## src/rtl/rf_wb_arbiter.sv

```systemverilog
// Register-file writeback arbiter: ALU vs. load-return with starvation guard, plus pending-load scoreboard.
// Optional macro RF_WB_BYPASS_EN adds combinational write-to-read forwarding ports.
module rf_wb_arbiter #(
    parameter int WIDTH    = 32,
    parameter int MAX_WAIT = 3
) (
    input  logic             clk,
    input  logic             rst,
    input  logic             alu_valid,
    output logic             alu_ready,
    input  logic [4:0]       alu_rd,
    input  logic [WIDTH-1:0] alu_data,
    input  logic             mem_valid,
    output logic             mem_ready,
    input  logic [4:0]       mem_rd,
    input  logic [WIDTH-1:0] mem_data,
    input  logic             ld_issue,
    input  logic [4:0]       ld_issue_rd,
    input  logic [4:0]       RS1,
    input  logic [4:0]       RS2,
    output logic             rs1_busy,
    output logic             rs2_busy,
    output logic             write_en,
    output logic [4:0]       RD,
    output logic [WIDTH-1:0] rf_wdata
`ifdef RF_WB_BYPASS_EN
    ,
    output logic             rs1_fwd_valid,
    output logic             rs2_fwd_valid,
    output logic [WIDTH-1:0] rs1_fwd_data,
    output logic [WIDTH-1:0] rs2_fwd_data
`endif
);

    localparam logic [3:0] MAX_CNT = 4'(MAX_WAIT);

    // Handshake: a transfer happens on a rising edge where valid && ready.
    // A requester seeing ready=0 holds valid, rd and data stable.
    logic [3:0]  wait_cnt;
    logic [31:0] busy;
    logic [31:0] busy_next;
    logic        starved;
    logic        alu_xfer;
    logic        mem_xfer;

    always_comb begin
        starved   = (wait_cnt == MAX_CNT);
        alu_ready = rst && alu_valid && (!mem_valid || starved);
        mem_ready = rst && mem_valid && !(alu_valid && starved);
        alu_xfer  = alu_valid && alu_ready;
        mem_xfer  = mem_valid && mem_ready;
    end

    // Clear before set so a load issued on the same edge as an older return stays pending.
    always_comb begin
        busy_next = busy;
        if (mem_xfer) busy_next[mem_rd] = 1'b0;
        if (ld_issue && (ld_issue_rd != 5'd0)) busy_next[ld_issue_rd] = 1'b1;
        busy_next[0] = 1'b0;
    end

    always_comb begin
        rs1_busy = (RS1 != 5'd0) && busy[RS1];
        rs2_busy = (RS2 != 5'd0) && busy[RS2];
    end

    always_ff @(posedge clk or negedge rst) begin
        if (!rst) begin
            wait_cnt <= 4'd0;
        end else if (alu_valid && !alu_ready) begin
            if (wait_cnt != MAX_CNT) wait_cnt <= wait_cnt + 4'd1;
        end else begin
            wait_cnt <= 4'd0;
        end
    end

    always_ff @(posedge clk or negedge rst) begin
        if (!rst) begin
            busy <= 32'd0;
        end else begin
            busy <= busy_next;
        end
    end

    // Writes to x0 are accepted but never reach the register file.
    always_ff @(posedge clk or negedge rst) begin
        if (!rst) begin
            write_en <= 1'b0;
            RD       <= 5'd0;
            rf_wdata <= '0;
        end else if (alu_xfer) begin
            write_en <= (alu_rd != 5'd0);
            if (alu_rd != 5'd0) begin
                RD       <= alu_rd;
                rf_wdata <= alu_data;
            end
        end else if (mem_xfer) begin
            write_en <= (mem_rd != 5'd0);
            if (mem_rd != 5'd0) begin
                RD       <= mem_rd;
                rf_wdata <= mem_data;
            end
        end else begin
            write_en <= 1'b0;
        end
    end

`ifdef RF_WB_BYPASS_EN
    always_comb begin
        rs1_fwd_valid = write_en && (RD == RS1) && (RS1 != 5'd0);
        rs2_fwd_valid = write_en && (RD == RS2) && (RS2 != 5'd0);
        rs1_fwd_data  = rf_wdata;
        rs2_fwd_data  = rf_wdata;
    end
`endif

endmodule

```

## config.mk

```make
export PLATFORM = sky130hd
export DESIGN_NAME = rf_wb_arbiter
export DESIGN_NICKNAME = d
export VERILOG_FILES = /design/src/rtl/rf_wb_arbiter.sv
export SDC_FILE = /design/constraint.sdc
export NUM_CORES = 1
export LEC_CHECK = 0
export CORE_MARGIN = 2
export CORE_UTILIZATION = 42
export CTS_BUF_LIST = sky130_fd_sc_hd__clkbuf_4 sky130_fd_sc_hd__clkbuf_8 sky130_fd_sc_hd__clkbuf_16
export CTS_CLUSTER_SIZE = 40
export DETAILED_ROUTE_END_ITERATION = 10
export PLACE_DENSITY = 0.79
export SLEW_MARGIN = 20
export SYNTH_ARGS = -nofsm -noshare
export SYNTH_HDL_FRONTEND = slang
export SYNTH_SLANG_ARGS = --single-unit
```

## constraint.sdc

```tcl
create_clock -name clk -period 2.1 [get_ports clk]
set_input_delay 0.21 -clock clk [delete_from_list [all_inputs] [get_ports clk]]
set_output_delay 0.21 -clock clk [all_outputs]
set_load 0.005 [all_outputs]
```

==> flow_metrics.env, run 1 <==
export IMPL_status="finished with violations"
export IMPL_violations="negative setup slack"
export IMPL_synth_warnings=0
export IMPL_place_congestion=0.9676
export IMPL_cts_htree_levels=3
export IMPL_hold_path_class="in -> async"
export IMPL_yosysMostFrequentCell="dfrtp_1"
export IMPL_cts_tree="built"
export IMPL_die_w_um=102.7
export IMPL_postSynth_asyncResetShare_pct=100.0
export IMPL_fmax_mhz=457.8
export IMPL_viasPerCell=5.486
export IMPL_p_sw_mw=1.289
export IMPL_p_comb_share_pct=34.4
export IMPL_period_share_pct=104.0
export IMPL_ios=136
export IMPL_setup_tns_ns=-1.491
export IMPL_grt_overflow=0
export IMPL_initialDrtViolationCount=170
export IMPL_skew_ns=0.009431
export IMPL_dieArea_um2=10560
export IMPL_core_area_um2=9639
export IMPL_maxSlewHeadroom_pct=50.70
export IMPL_switching_share_pct=28.17
export IMPL_cts_root_buf="clkbuf_8"
export IMPL_synth_cell_types=47
export IMPL_ys_ff_latch=73
export IMPL_ys_flop_type="dfrtp_1"
export IMPL_path_clk_slew_ns=0.08
export IMPL_synth_edf_count=0
export IMPL_rsz0062_at_grt="true"
export IMPL_clock_tree_buffer_depth=2
export IMPL_dpl_hpwl_um=8535
export IMPL_critical_path_max_fanout=2
export IMPL_synth_compound_area_share_pct=10.20
export IMPL_period_needed_ns=2.184
export IMPL_cts_sinks=73
export IMPL_via_count=3621
export IMPL_synth_top_family_by_area="multiplexers"
export IMPL_synth_cells=337
export IMPL_ys_seq_area_share_pct=44.61
export IMPL_initial_core_util_pct=42.48
export IMPL_synthAdderAreaFrac_pct=0.3055
export IMPL_grt_antenna_before_repair=0
export IMPL_syn_area_um2=4095
export IMPL_criticalPathCategory="reg -> out"
export IMPL_crit_path_end_kind="primary output"
export IMPL_p_seq_share_pct=41.7
export IMPL_ant_nets=0
export IMPL_drv_cap=0
export IMPL_grt_max_degree=59
export IMPL_numCtsBuffers=9
export IMPL_syn_to_final_growth_pct=58.36
export IMPL_io_buffers=135
export IMPL_die_h_um=102.7
export IMPL_layout_nets=617
export IMPL_synthTopCellsByArea="dfrtp_1 45%, mux2_2 13%, o21ai_0 7.7%"
export IMPL_p_leak_nw=2.755
export IMPL_setup_viol=39
export IMPL_rows=36
export IMPL_crit_arrival_ns=1.97
export IMPL_yosysTopAreaCell="dfrtp_1"
export IMPL_firstDrtPassIters=4
export IMPL_wl_um=12620
export IMPL_postPlaceCellArea_um2=5841
export IMPL_clock_latency_ns=0.34
export IMPL_syn_nets=432
export IMPL_grt_util_all_layers_pct=24.13
export IMPL_hold_viol_final=0
export IMPL_power_density_nw_per_um2=705.5
export IMPL_worst_slack_ns=-0.08419
export IMPL_wl_per_cell_um=19.11
export IMPL_setup_worst_path_start_class="flop"
export IMPL_drv_slew=0
export IMPL_diodes=0
export IMPL_cp_data_required_time_ns=1.89
export IMPL_drc=0
export IMPL_r2r_setup_slack_ns=-0.06
export IMPL_synthXorXnorAreaFrac_pct=0.4277
export IMPL_p_int_mw=3.286
export IMPL_yosys_area_share_simple_pct=9.288
export IMPL_peakVddDrop_mv=0.5724
export IMPL_fin_area_um2=6485
export IMPL_muxShareOfSynthArea_pct=31.59
export IMPL_tightest_slew_ns=0.7396
export IMPL_yosys_area_top_type_share_pct=44.61
export IMPL_grt_first_pass_wirelength_um=19550
export IMPL_syn_avg_cell_area_um2=12.15
export IMPL_clkPwrFrac_pct=23.9
export IMPL_grt_pass1_vias=3798
export IMPL_drive_above_1_share_pct=34.16
export IMPL_synthTopCellsByCount="73 x dfrtp_1, 63 x o21ai_0, 47 x mux2_2"
cells in the final DEF, fill, tap and decap left out, drive strengths merged, types with 4 or more instances in the layout:
master         count
mux2i              4
nand2             14
nor2b              4
nand2b             8
dfrtp             73
nor2               9
o21ai             63
clkdlybuf4s50    126
and2               4
dlygate4sd2        4
buf               62
mux2              77
clkbuf            10
mux4              14
nand3              9
power by group through the flow:
stage	registers, mW	clock network [mW]	logic [mW]
6_report	1.91	1.09	1.57
5_1_grt	1.94	1.15	1.69
4_1_cts	1.90	1.10	1.58
3_5_place_dp	1.92	0	1.37
3_3_place_gp	1.91	0	1.33
2_1_floorplan	1.86	0	0.668
metrics by stage:
| stage | power [mW] | cells | setup slack, ns | util, % | hold WS [ns] |
|---|---|---|---|---|---|
| after floorplan | 2.533 | 337 | -0.07394 | - | -0.08559 |
| after global placement | 3.242 | 619 | -0.5976 | 60.59 | 0.009868 |
| after detailed placement | 3.286 | 619 | -0.6526 | 60.59 | 0.01268 |
| after CTS | 4.578 | 663 | -0.2188 | 68.48 | 0.2233 |
| after global routing | 4.773 | 660 | -0.1257 | 67.28 | 0.2266 |
| final | 4.575 | 660 | -0.08419 | 67.28 | 0.2208 |
sequential cells by signal, indices dropped and copies added (netlist names):
signal / count
rf_wdata: 32
busy: 31
RD: 5
wait_cnt: 4
write_en: 1
logic make-up after synthesis:
logic type | count (synthesis)
DFF | 73
and+or+nand+nor | 67
muxes | 95
buffers and inverters | 23
AOI/OAI and AO/OA | 76
xor gates and xnor gates | 2
adders and majority gates | 1
what timing repair did:
| item | in CTS | in global routing |
|---|---|---|
| hold buffers | 1 | 0 |
| pin swaps | 6 | 8 |
| hold endpoints to repair | 15 | 0 |
| buffers inserted | 21 | 10 |
| endpoints found under the setup margin | 41 | 51 |
| cloned | 6 | 0 |
| resized for setup | 80 | 18 |
worst max-delay path: stages, from the launching register on:
cell      delay, ns
dfrtp_1        0.41
mux4_2         0.48
mux2_2         0.28
a311o_1        0.36
clkbuf_2       0.11
path summary, 6_finish.rpt:
kind,cells past startpoint,from,endpoint
max,4,busy[27],rs1_busy
min,2,rst,RD[0]
max reg2reg,8,wait_cnt[1],rf_wdata[24]
min reg2reg,1,rf_wdata[18],rf_wdata[18]
max in group asynchronous,3,rst,busy[5]
min in group clk,1,rf_wdata[18],rf_wdata[18]
area by class of cell:
type | count | area (um^2)
sequential | 73 | 1827
clock inverter | 7 | 71.32
clock buffer | 9 | 123.9
multi-input combinational | 241 | 2362
timing repair buffer | 195 | 1927
tap | 133 | 166.4
inverter | 2 | 7.507
fill | 703 | 3154
per-layer routing:
layer | routed length (um) | GRT usage [%]
met3 | 1027 | 5.627
met4 | 134 | 5.668
met5 | 0 | 0
met2 | 6594 | 43.04
met1 | 4859 | 29.82
Power figures use the tool's default switching activity.
==> run 2, diff against run 1 <==
--- a/config.mk
+++ b/config.mk
@@ -5,6 +5,7 @@
 export SDC_FILE = /design/constraint.sdc
 export NUM_CORES = 1
 export LEC_CHECK = 0
+export CORE_ASPECT_RATIO = 1.25
 export CORE_MARGIN = 2
 export CORE_UTILIZATION = 42
 export CTS_BUF_LIST = sky130_fd_sc_hd__clkbuf_4 sky130_fd_sc_hd__clkbuf_8 sky130_fd_sc_hd__clkbuf_16
==> run 2 against run 1 <==
Non-clock buffer count is 9 lower. Largest power group unchanged. Sequential power barely moved. Critical path depth grew 4. The flow still finishes with violations (negative setup slack). Critical endpoint is now rf_wdata[29]. Via count is 2.1% lower.
==> flow_metrics.env, run 2 (synthesis results as in run 1) <==
export IMPL_status="finished with violations"
export IMPL_violations="negative setup slack"
export IMPL_power_density_nw_per_um2=746.8
export IMPL_critical_path_max_fanout=8
export IMPL_cts_htree_levels=3
export IMPL_clock_latency_ns=0.33
export IMPL_critPathSlowestCell="or3b_4"
export IMPL_core_area_um2=9559
export IMPL_critPathMostFrequentCell="buf_12"
export IMPL_top_register="rf_wdata"
export IMPL_wl_per_cell_um=18.51
export IMPL_place_congestion=0.9321
export IMPL_fmax_mhz=454.7
export IMPL_dieArea_um2=10560
export IMPL_grt_antenna_before_repair=0
export IMPL_reg2reg_from="wait_cnt[0]"
export IMPL_clkPwrFrac_pct=29.6
export IMPL_grt_first_pass_wirelength_um=18660
export IMPL_drv_cap=0
export IMPL_peakVddDrop_mv=0.4515
export IMPL_path_clk_slew_ns=0.06
export IMPL_cts_root_buf="clkbuf_16"
export IMPL_period_share_pct=104.7
export IMPL_cts_sinks=73
export IMPL_grt_util_all_layers_pct=22.96
export IMPL_via_count=3545
export IMPL_period_needed_ns=2.199
export IMPL_p_sw_mw=1.273
export IMPL_criticalPathCategory="reg -> reg"
export IMPL_tightest_slew_ns=0.9486
export IMPL_die_w_um=92.32
export IMPL_reg_top3="rf_wdata: 32 flops, busy: 31 flops, RD: 5 flops"
export IMPL_rsz0062_at_grt="true"
export IMPL_viasPerCell=5.505
export IMPL_final_common_cell="clkdlybuf4s50_1"
export IMPL_cts_tree="built"
export IMPL_dp_cells=608
export IMPL_die_h_um=114.4
export IMPL_grt_pass1_vias=3812
export IMPL_hold_path_class="in -> async"
export IMPL_layout_nets=608
export IMPL_hold_viol_final=0
export IMPL_grt_max_degree=77
export IMPL_ios=136
export IMPL_layout_cells_non_filler=644
export IMPL_power_mw=4.875
export IMPL_postPlaceCellArea_um2=5827
export IMPL_drc=0
export IMPL_ant_nets=0
export IMPL_setup_worst_path_start_class="flop"
export IMPL_drive_above_1_share_pct=33.98
export IMPL_grt_overflow=0
export IMPL_cp_data_required_time_ns=2.32
export IMPL_diodes=0
export IMPL_worst_slack_ns=-0.09924
export IMPL_skew_ns=0.003072
export IMPL_clock_tree_buffer_depth=2
export IMPL_crit_path_max_incr_delay_ns=0.40
export IMPL_switching_share_pct=26.12
export IMPL_drv_slew=0
export IMPL_hold_ws_ns=0.1475
export IMPL_numCtsBuffers=9
export IMPL_initialDrtViolationCount=118
export IMPL_most_common_layout_cells="125 x clkdlybuf4s50_1, 73 x dfrtp_1, 63 x o21ai_0"
export IMPL_dp_slack_ns=-0.7299
export IMPL_p_seq_share_pct=39.0
export IMPL_dpl_hpwl_um=8623
export IMPL_crit_start="wait_cnt[0]"
export IMPL_crit_path_end_kind="flop"
export IMPL_p_int_mw=3.602
export IMPL_setup_viol=32
export IMPL_wl_um=11920
export IMPL_cp_cell_sequence="ha_2 -> or3b_4 -> a21oi_4 -> buf_6 -> buf_12 -> buf_12 -> mux2_2 -> mux2_4"
export IMPL_syn_to_final_growth_pct=59.40
export IMPL_fin_area_um2=6528
export IMPL_rows=40
export IMPL_largest_reg_flops=32
export IMPL_hold_buffers=0
export IMPL_io_buffers=135
export IMPL_initial_core_util_pct=42.84
export IMPL_maxSlewHeadroom_pct=36.76
export IMPL_p_comb_share_pct=31.4
export IMPL_p_leak_nw=2.744
export IMPL_firstDrtPassIters=4
export IMPL_crit_arrival_ns=2.42
## run 2: cell count changes in the layout (fill, tap and decap cells not counted), sizes merged
cell	delta
buf	-9
clkbuf	+6
clkinvlp	-3
bufinv	-1
clkdlybuf4s15	-1
clkdlybuf4s50	-1
dlygate4sd3	-1
dlymetal6s2s	+1
## run 2: critical path, delay by kind of cell, from the launching register on
family / cells / cell delay, ns
and+or+nand+nor: 1 / 0.40
adders and majority gates: 1 / 0.18
DFF: 1 / 0.35
buffers and inverters: 3 / 0.39
muxes: 2 / 0.59
AOI/OAI and AO/OA: 1 / 0.18
## run 2: through the flow
| step | utilization, % | setup TNS, ns |
|---|---|---|
| 4_1_cts | 67.29 | -3.548 |
| 5_1_grt | 68.29 | -4.237 |
| 3_5_place_dp | 60.96 | -2.478 |
| 2_1_floorplan | - | -1.729 |
| 6_report | 68.29 | -1.804 |
| 3_3_place_gp | 60.96 | -1.538 |
## run 2: layout make-up
type	instances	area (um^2)
Clock buffer	13	267.8
Fill cell	690	3032
Multi-Input combinational cell	241	2315
Tap cell	126	157.7
Clock inverter	3	15.01
Timing Repair Buffer	186	1938
Sequential cell	73	1827
Inverter	2	7.507
## run 2: power by group through the flow
stage               Combinational (mW)  Clock (mW)  Sequential [mW]
floorplan                        0.668           0             1.86
global placement                  1.33           0             1.90
detailed placement                1.37           0             1.92
CTS                               1.48        1.46             1.90
global route                      1.64        1.54             1.93
finish                            1.53        1.44             1.90
## run 2: worst paths after layout
check,depth (start not counted),slack [ns],end
setup / recovery,8,-0.1,rf_wdata[29]
hold / removal,2,0.15,RD[2]
setup reg to reg,8,-0.1,rf_wdata[29]
hold reg to reg,1,0.51,rf_wdata[25]
max in group asynchronous,2,1.34,rf_wdata[12]
min in group clk,1,0.51,rf_wdata[25]
## run 2: metal layers
layer / GRT usage [%] / up-vias / part of all wire (%)
li1: - / 1605 / -
met1: 25.48 / 1744 / 36
met2: 41.46 / 164 / 54
met3: 5.398 / 32 / 6.7
met4: 10.55 / 0 / 2.8
met5: 0 / - / 0
## run 2: what timing repair did
item | in CTS | in global routing
setup buffers | 13 | 4
gates resized for setup | 37 | 26
gates cloned | 4 | 0
endpoints found under the setup margin | 40 | 43
pin swaps | 5 | 5
==> run 3, diff against run 2 <==
--- a/config.mk
+++ b/config.mk
@@ -12,6 +12,7 @@
 export CTS_CLUSTER_SIZE = 40
 export DETAILED_ROUTE_END_ITERATION = 10
 export PLACE_DENSITY = 0.79
+export SKIP_LAST_GASP = 1
 export SLEW_MARGIN = 20
 export SYNTH_ARGS = -nofsm -noshare
 export SYNTH_HDL_FRONTEND = slang
==> run 3 against run 2 <==
The run still ends with negative setup slack left. Sequential cell count did not move. Die area did not move. First-iteration DRC count fell by 3.4%. Final cell count rose by 0.31%. Via count rose by 0.56%. Final area rose by 1.0%.
==> flow_metrics.env, run 3 (synthesis results as in run 1) <==
export IMPL_status="finished with violations"
export IMPL_violations="negative setup slack"
export IMPL_period_share_pct=104.6
export IMPL_met3_usage_pct=4.674
export IMPL_initial_core_util_pct=42.84
export IMPL_wl_um=12130
export IMPL_grt_first_pass_wirelength_um=18600
export IMPL_p_leak_nw=2.801
export IMPL_fin_util_pct=68.98
export IMPL_drv_slew=0
export IMPL_drv_cap=0
export IMPL_path_clk_slew_ns=0.05
export IMPL_skew_ns=0.003564
export IMPL_largest_reg_flops=32
export IMPL_drc=0
export IMPL_core_area_um2=9559
export IMPL_cts_tree="built"
export IMPL_syn_to_final_growth_pct=61.01
export IMPL_cts_root_buf="clkbuf_16"
export IMPL_drive_above_1_share_pct=34.04
export IMPL_layout_nets=610
export IMPL_period_needed_ns=2.196
export IMPL_cts_sinks=73
export IMPL_fin_area_um2=6594
export IMPL_crit_path_end_kind="flop"
export IMPL_numCtsBuffers=9
export IMPL_met1_usage_pct=25.30
export IMPL_crit_arrival_ns=2.41
export IMPL_via_count=3565
export IMPL_reg_top3="rf_wdata: 32 flops, busy: 31 flops, RD: 5 flops"
export IMPL_clock_latency_ns=0.33
export IMPL_final_common_cell="clkdlybuf4s50_1"
export IMPL_maxSlewHeadroom_pct=36.38
export IMPL_postPlaceCellArea_um2=5827
export IMPL_critical_path_max_fanout=8
export IMPL_die_h_um=114.4
export IMPL_grt_max_degree=77
export IMPL_dieArea_um2=10560
export IMPL_grt_pass1_vias=3814
export IMPL_power_mw=4.904
export IMPL_setup_tns_ns=-1.724
export IMPL_setup_viol=32
export IMPL_place_congestion=0.9321
export IMPL_most_common_layout_cells="125 x clkdlybuf4s50_1, 73 x dfrtp_1, 68 x mux2_4"
export IMPL_hold_viol_final=0
export IMPL_io_buffers=135
export IMPL_ant_nets=0
export IMPL_tightest_slew_ns=0.9543
export IMPL_worst_slack_ns=-0.09632
export IMPL_cts_htree_levels=3
export IMPL_peakVddDrop_mv=0.4549
export IMPL_rsz0062_at_grt="true"
export IMPL_firstDrtPassIters=4
export IMPL_fmax_mhz=455.3
export IMPL_setup_worst_path_start_class="flop"
export IMPL_top_register="rf_wdata"
export IMPL_top_usage_layer="met2"
export IMPL_diodes=0
export IMPL_ios=136
export IMPL_grt_overflow=0
export IMPL_dpl_hpwl_um=8623
export IMPL_hold_path_class="in -> async"
export IMPL_grt_antenna_before_repair=0
export IMPL_fillers=689
export IMPL_multiInputGateArea_um2=2354
export IMPL_hold_buffers=0
export IMPL_wl_per_cell_um=18.77
export IMPL_power_density_nw_per_um2=743.7
export IMPL_rows=40
export IMPL_r2r_cells=8
export IMPL_die_w_um=92.32
export IMPL_viasPerCell=5.519
export IMPL_initialDrtViolationCount=114
export IMPL_criticalPathCategory="reg -> reg"
export IMPL_seq_area_um2=1827
export IMPL_grt_util_all_layers_pct=22.83
export IMPL_cp_data_required_time_ns=2.32
export IMPL_grt_use_met2_pct=41.27
export IMPL_clock_tree_buffer_depth=2
export IMPL_r2r_setup_slack_ns=-0.1
## run 3: worst paths after layout
| path | start | endpoint |
|---|---|---|
| max | wait_cnt[0] | rf_wdata[3] |
| min | rst | RD[2] |
| max reg2reg | wait_cnt[0] | rf_wdata[3] |
| min reg2reg | rf_wdata[25] | rf_wdata[25] |
| max in group asynchronous | rst | rf_wdata[10] |
| min in group clk | rf_wdata[25] | rf_wdata[25] |
## run 3: cell type report
type | count | share of cell area (%)
multi-input combinational | 241 | 35.69
timing repair buffer | 188 | 29.81
sequential | 73 | 27.70
clock buffer | 13 | 4.061
tap | 126 | 2.391
clock inverter | 3 | 0.2277
inverter | 2 | 0.1139
## run 3: timing repair
action / 4_1_cts / 5_1_grt
gates resized for setup: 34 / 40
pin swaps: 5 / 8
buffers inserted: 13 / 6
gates cloned: 4 / 0
endpoints found under the setup margin: 40 / 43
## run 3: worst max-delay path, cell delays in order (launching register included)
cell,delay [ns]
dfrtp_1,0.36
ha_2,0.18
or3b_4,0.40
a21oi_4,0.18
buf_6,0.16
buf_12,0.11
buf_12,0.13
mux2_4,0.31
mux2_4,0.26
## run 3: routing by layer
metal,part of all wire [%],vias to the layer above
li1,-,1610
met5,0,-
met2,55,165
met4,2.6,0
met1,36,1764
met3,6.5,26
## run 3: where the power goes
| group | total [mW] | switching (mW) | internal [mW] |
|---|---|---|---|
| Sequential | 1.90 | 0.207 | 1.70 |
| Combinational | 1.56 | 0.519 | 1.04 |
| Clock | 1.44 | 0.557 | 0.884 |
## run 3: through the flow
step	hold slack (ns)	cells	setup WS, ns
floorplan	-0.08559	337	-0.07394
global placement	0.4653	608	-0.5971
detailed placement	0.4780	608	-0.7299
CTS	0.1900	641	-0.1872
global route	0.2331	646	-0.1573
finish	0.1560	646	-0.09632
==> RTL change, RTL diff (settings of run 3) <==
Make the reset (`rst`) synchronous in 3 clocked blocks.
--- a/src/rtl/rf_wb_arbiter.sv
+++ b/src/rtl/rf_wb_arbiter.sv
@@ -64,7 +64,7 @@
         rs2_busy = (RS2 != 5'd0) && busy[RS2];
     end
 
-    always_ff @(posedge clk or negedge rst) begin
+    always_ff @(posedge clk) begin
         if (!rst) begin
             wait_cnt <= 4'd0;
         end else if (alu_valid && !alu_ready) begin
@@ -74,7 +74,7 @@
         end
     end
 
-    always_ff @(posedge clk or negedge rst) begin
+    always_ff @(posedge clk) begin
         if (!rst) begin
             busy <= 32'd0;
         end else begin
@@ -83,7 +83,7 @@
     end
 
     // Writes to x0 are accepted but never reach the register file.
-    always_ff @(posedge clk or negedge rst) begin
+    always_ff @(posedge clk) begin
         if (!rst) begin
             write_en <= 1'b0;
             RD       <= 5'd0;
Check against the original RTL: differs if rst is asserted again (counterexample within 4 cycles, from zero or initial values and one cycle with rst low); with rst held inactive, the same outputs for 4 cycles.
==> RTL change against run 3 <==
- setup slack improved by 120 ps
- utilization down 3.6 points
- sequential cell count did not move
- maximum frequency up 6.0%
- cell count rose by 3.9%
- wire length increased by 4.3%
- final area fell by 8.6%
- via count is 11% higher
- area after synthesis is 2.2% lower
- largest cell class unchanged
Power is not compared: it rests on default switching activity, and its combinational part moved more than twofold at a synthesized area within 25%.
==> RTL change: results (changes against run 3) <==
Final layout
The non-clock buffer total of the final layout came to 176 (-6.4%). The share of post-route cells with drive strength above 1 is 0.248 (-0.0922). The buffer share of cell area is 0.281 (-0.0175). The multi-input gate share of total cell area was 0.396 (+0.0386). The total of fill cells in the finished design is 720 (+4.5%). The area taken by flip-flops and latches was 1470 sq um (-19%). From synthesis to final layout, the design area changed by 50.5%. The final net count is 638 (+4.6%). The number of clock buffers in the layout is 10 (-3).

Synth
The fraction of registers with async set/reset is 0 (-1.00). The synthesized instance count was 390 (+16%). The number of nets in the synthesized netlist was 485 (+12%). Yosys attributes the largest share of cell area to sky130_fd_sc_hd__dfxtp_1 36%, sky130_fd_sc_hd__mux2i_1 10%, sky130_fd_sc_hd__mux4_2 7.9%. The commonest cells after synthesis are 73 x sky130_fd_sc_hd__dfxtp_1, 40 x sky130_fd_sc_hd__mux2i_1, 37 x sky130_fd_sc_hd__o31ai_1. The part of the Yosys area used for sequential elements was 0.365 (-0.0812).

Global routing
The met1 global-route usage is 0.256 (+0.00326). The global-route usage over all layers was 0.244 (+0.0157). The wire length of the first global-routing pass is 19900 microns (+7.0%). The number of antenna violations at the first check in global routing is 0 (unchanged). The maximum number of pins on one net before global-route repair is 45 (-42%).

The number of global-route vias before repair is 4023 (+5.5%). The global routing usage on met3 was 0.0593 (+0.0125).

Setup path
The largest incremental delay on the critical path came to 480 ps (+80 ps). The startpoint of the worst register-to-register path is wait_cnt[0]. The signal arrival time at the worst endpoint is 1860 ps (-550 ps). The worst reg2reg path depth is 7 (-1). The cell type of the slowest stage on the worst timing path is sky130_fd_sc_hd__mux4_2. The maximum fanout encountered on the critical timing path was 3 (-5).

The slack of the worst reg-to-reg path is 110 ps (+210 ps).

Placement
The post-DP HPWL is 9580 microns (+11%). The cell total after placement is 652 (+7.2%). The setup slack at placement is -574 ps (+156 ps). The cell area reported after detailed placement was 5650 sq um (-3.0%).

The final weighted congestion in routability-driven placement is 0.958 (+2.8%).

Detailed routing
The number of vias after detailed routing is 3941 (+11%). The routed wire length per instance came to 18.8 microns (+0.39%). The detailed-route wire length is 12600 microns (+4.3%). The iteration count of the initial detailed-routing pass was 5 (+1).

Timing
The worst hold slack is 252 ps (+95.6 ps). The relative max-transition margin is 0.674 (+0.310). The worst-case clock skew is 6.74 ps (+3.18 ps).

CTS
The maximum buffer depth of the clock tree is 2 (unchanged).

Outcome
The flow ran to the end, and the final reports show no timing, DRC or antenna violations.

Floorplan
The total die area was 10300 sq um (-2.1%).
RTL change: how the worst max path moves through the flow:
stage	start	endpoint	slack, ps	cells after the start
global route	busy[7]	rs2_busy	-40	5
detailed placement	RS1[0]	rs1_busy	-570	7
finish	busy[7]	rs2_busy	30	5
global placement	RS1[0]	rs1_busy	-520	7
floorplan	wait_cnt[0]	RD[0]	270	7
CTS	busy[28]	rs1_busy	-120	4
RTL change: kinds of logic (layout without fill, tap and decap cells):
kind of cell	after synthesis	after routing	synth area share
XOR/XNOR	1	1	0.00219
flip-flops	73	73	0.365
multiplexers	58	58	0.190
AND/OR/NAND/NOR	88	88	0.125
AO/OA/AOI/OAI	132	132	0.258
adder cells (fa/ha/maj)	1	1	0.00312
buffers and inverters	37	195	0.0572
RTL change: metal layers:
metal / up-vias / share of wire
li1: 1838 / -
met1: 1846 / 0.36
met2: 213 / 0.51
met3: 44 / 0.081
met4: 0 / 0.053
met5: - / 0
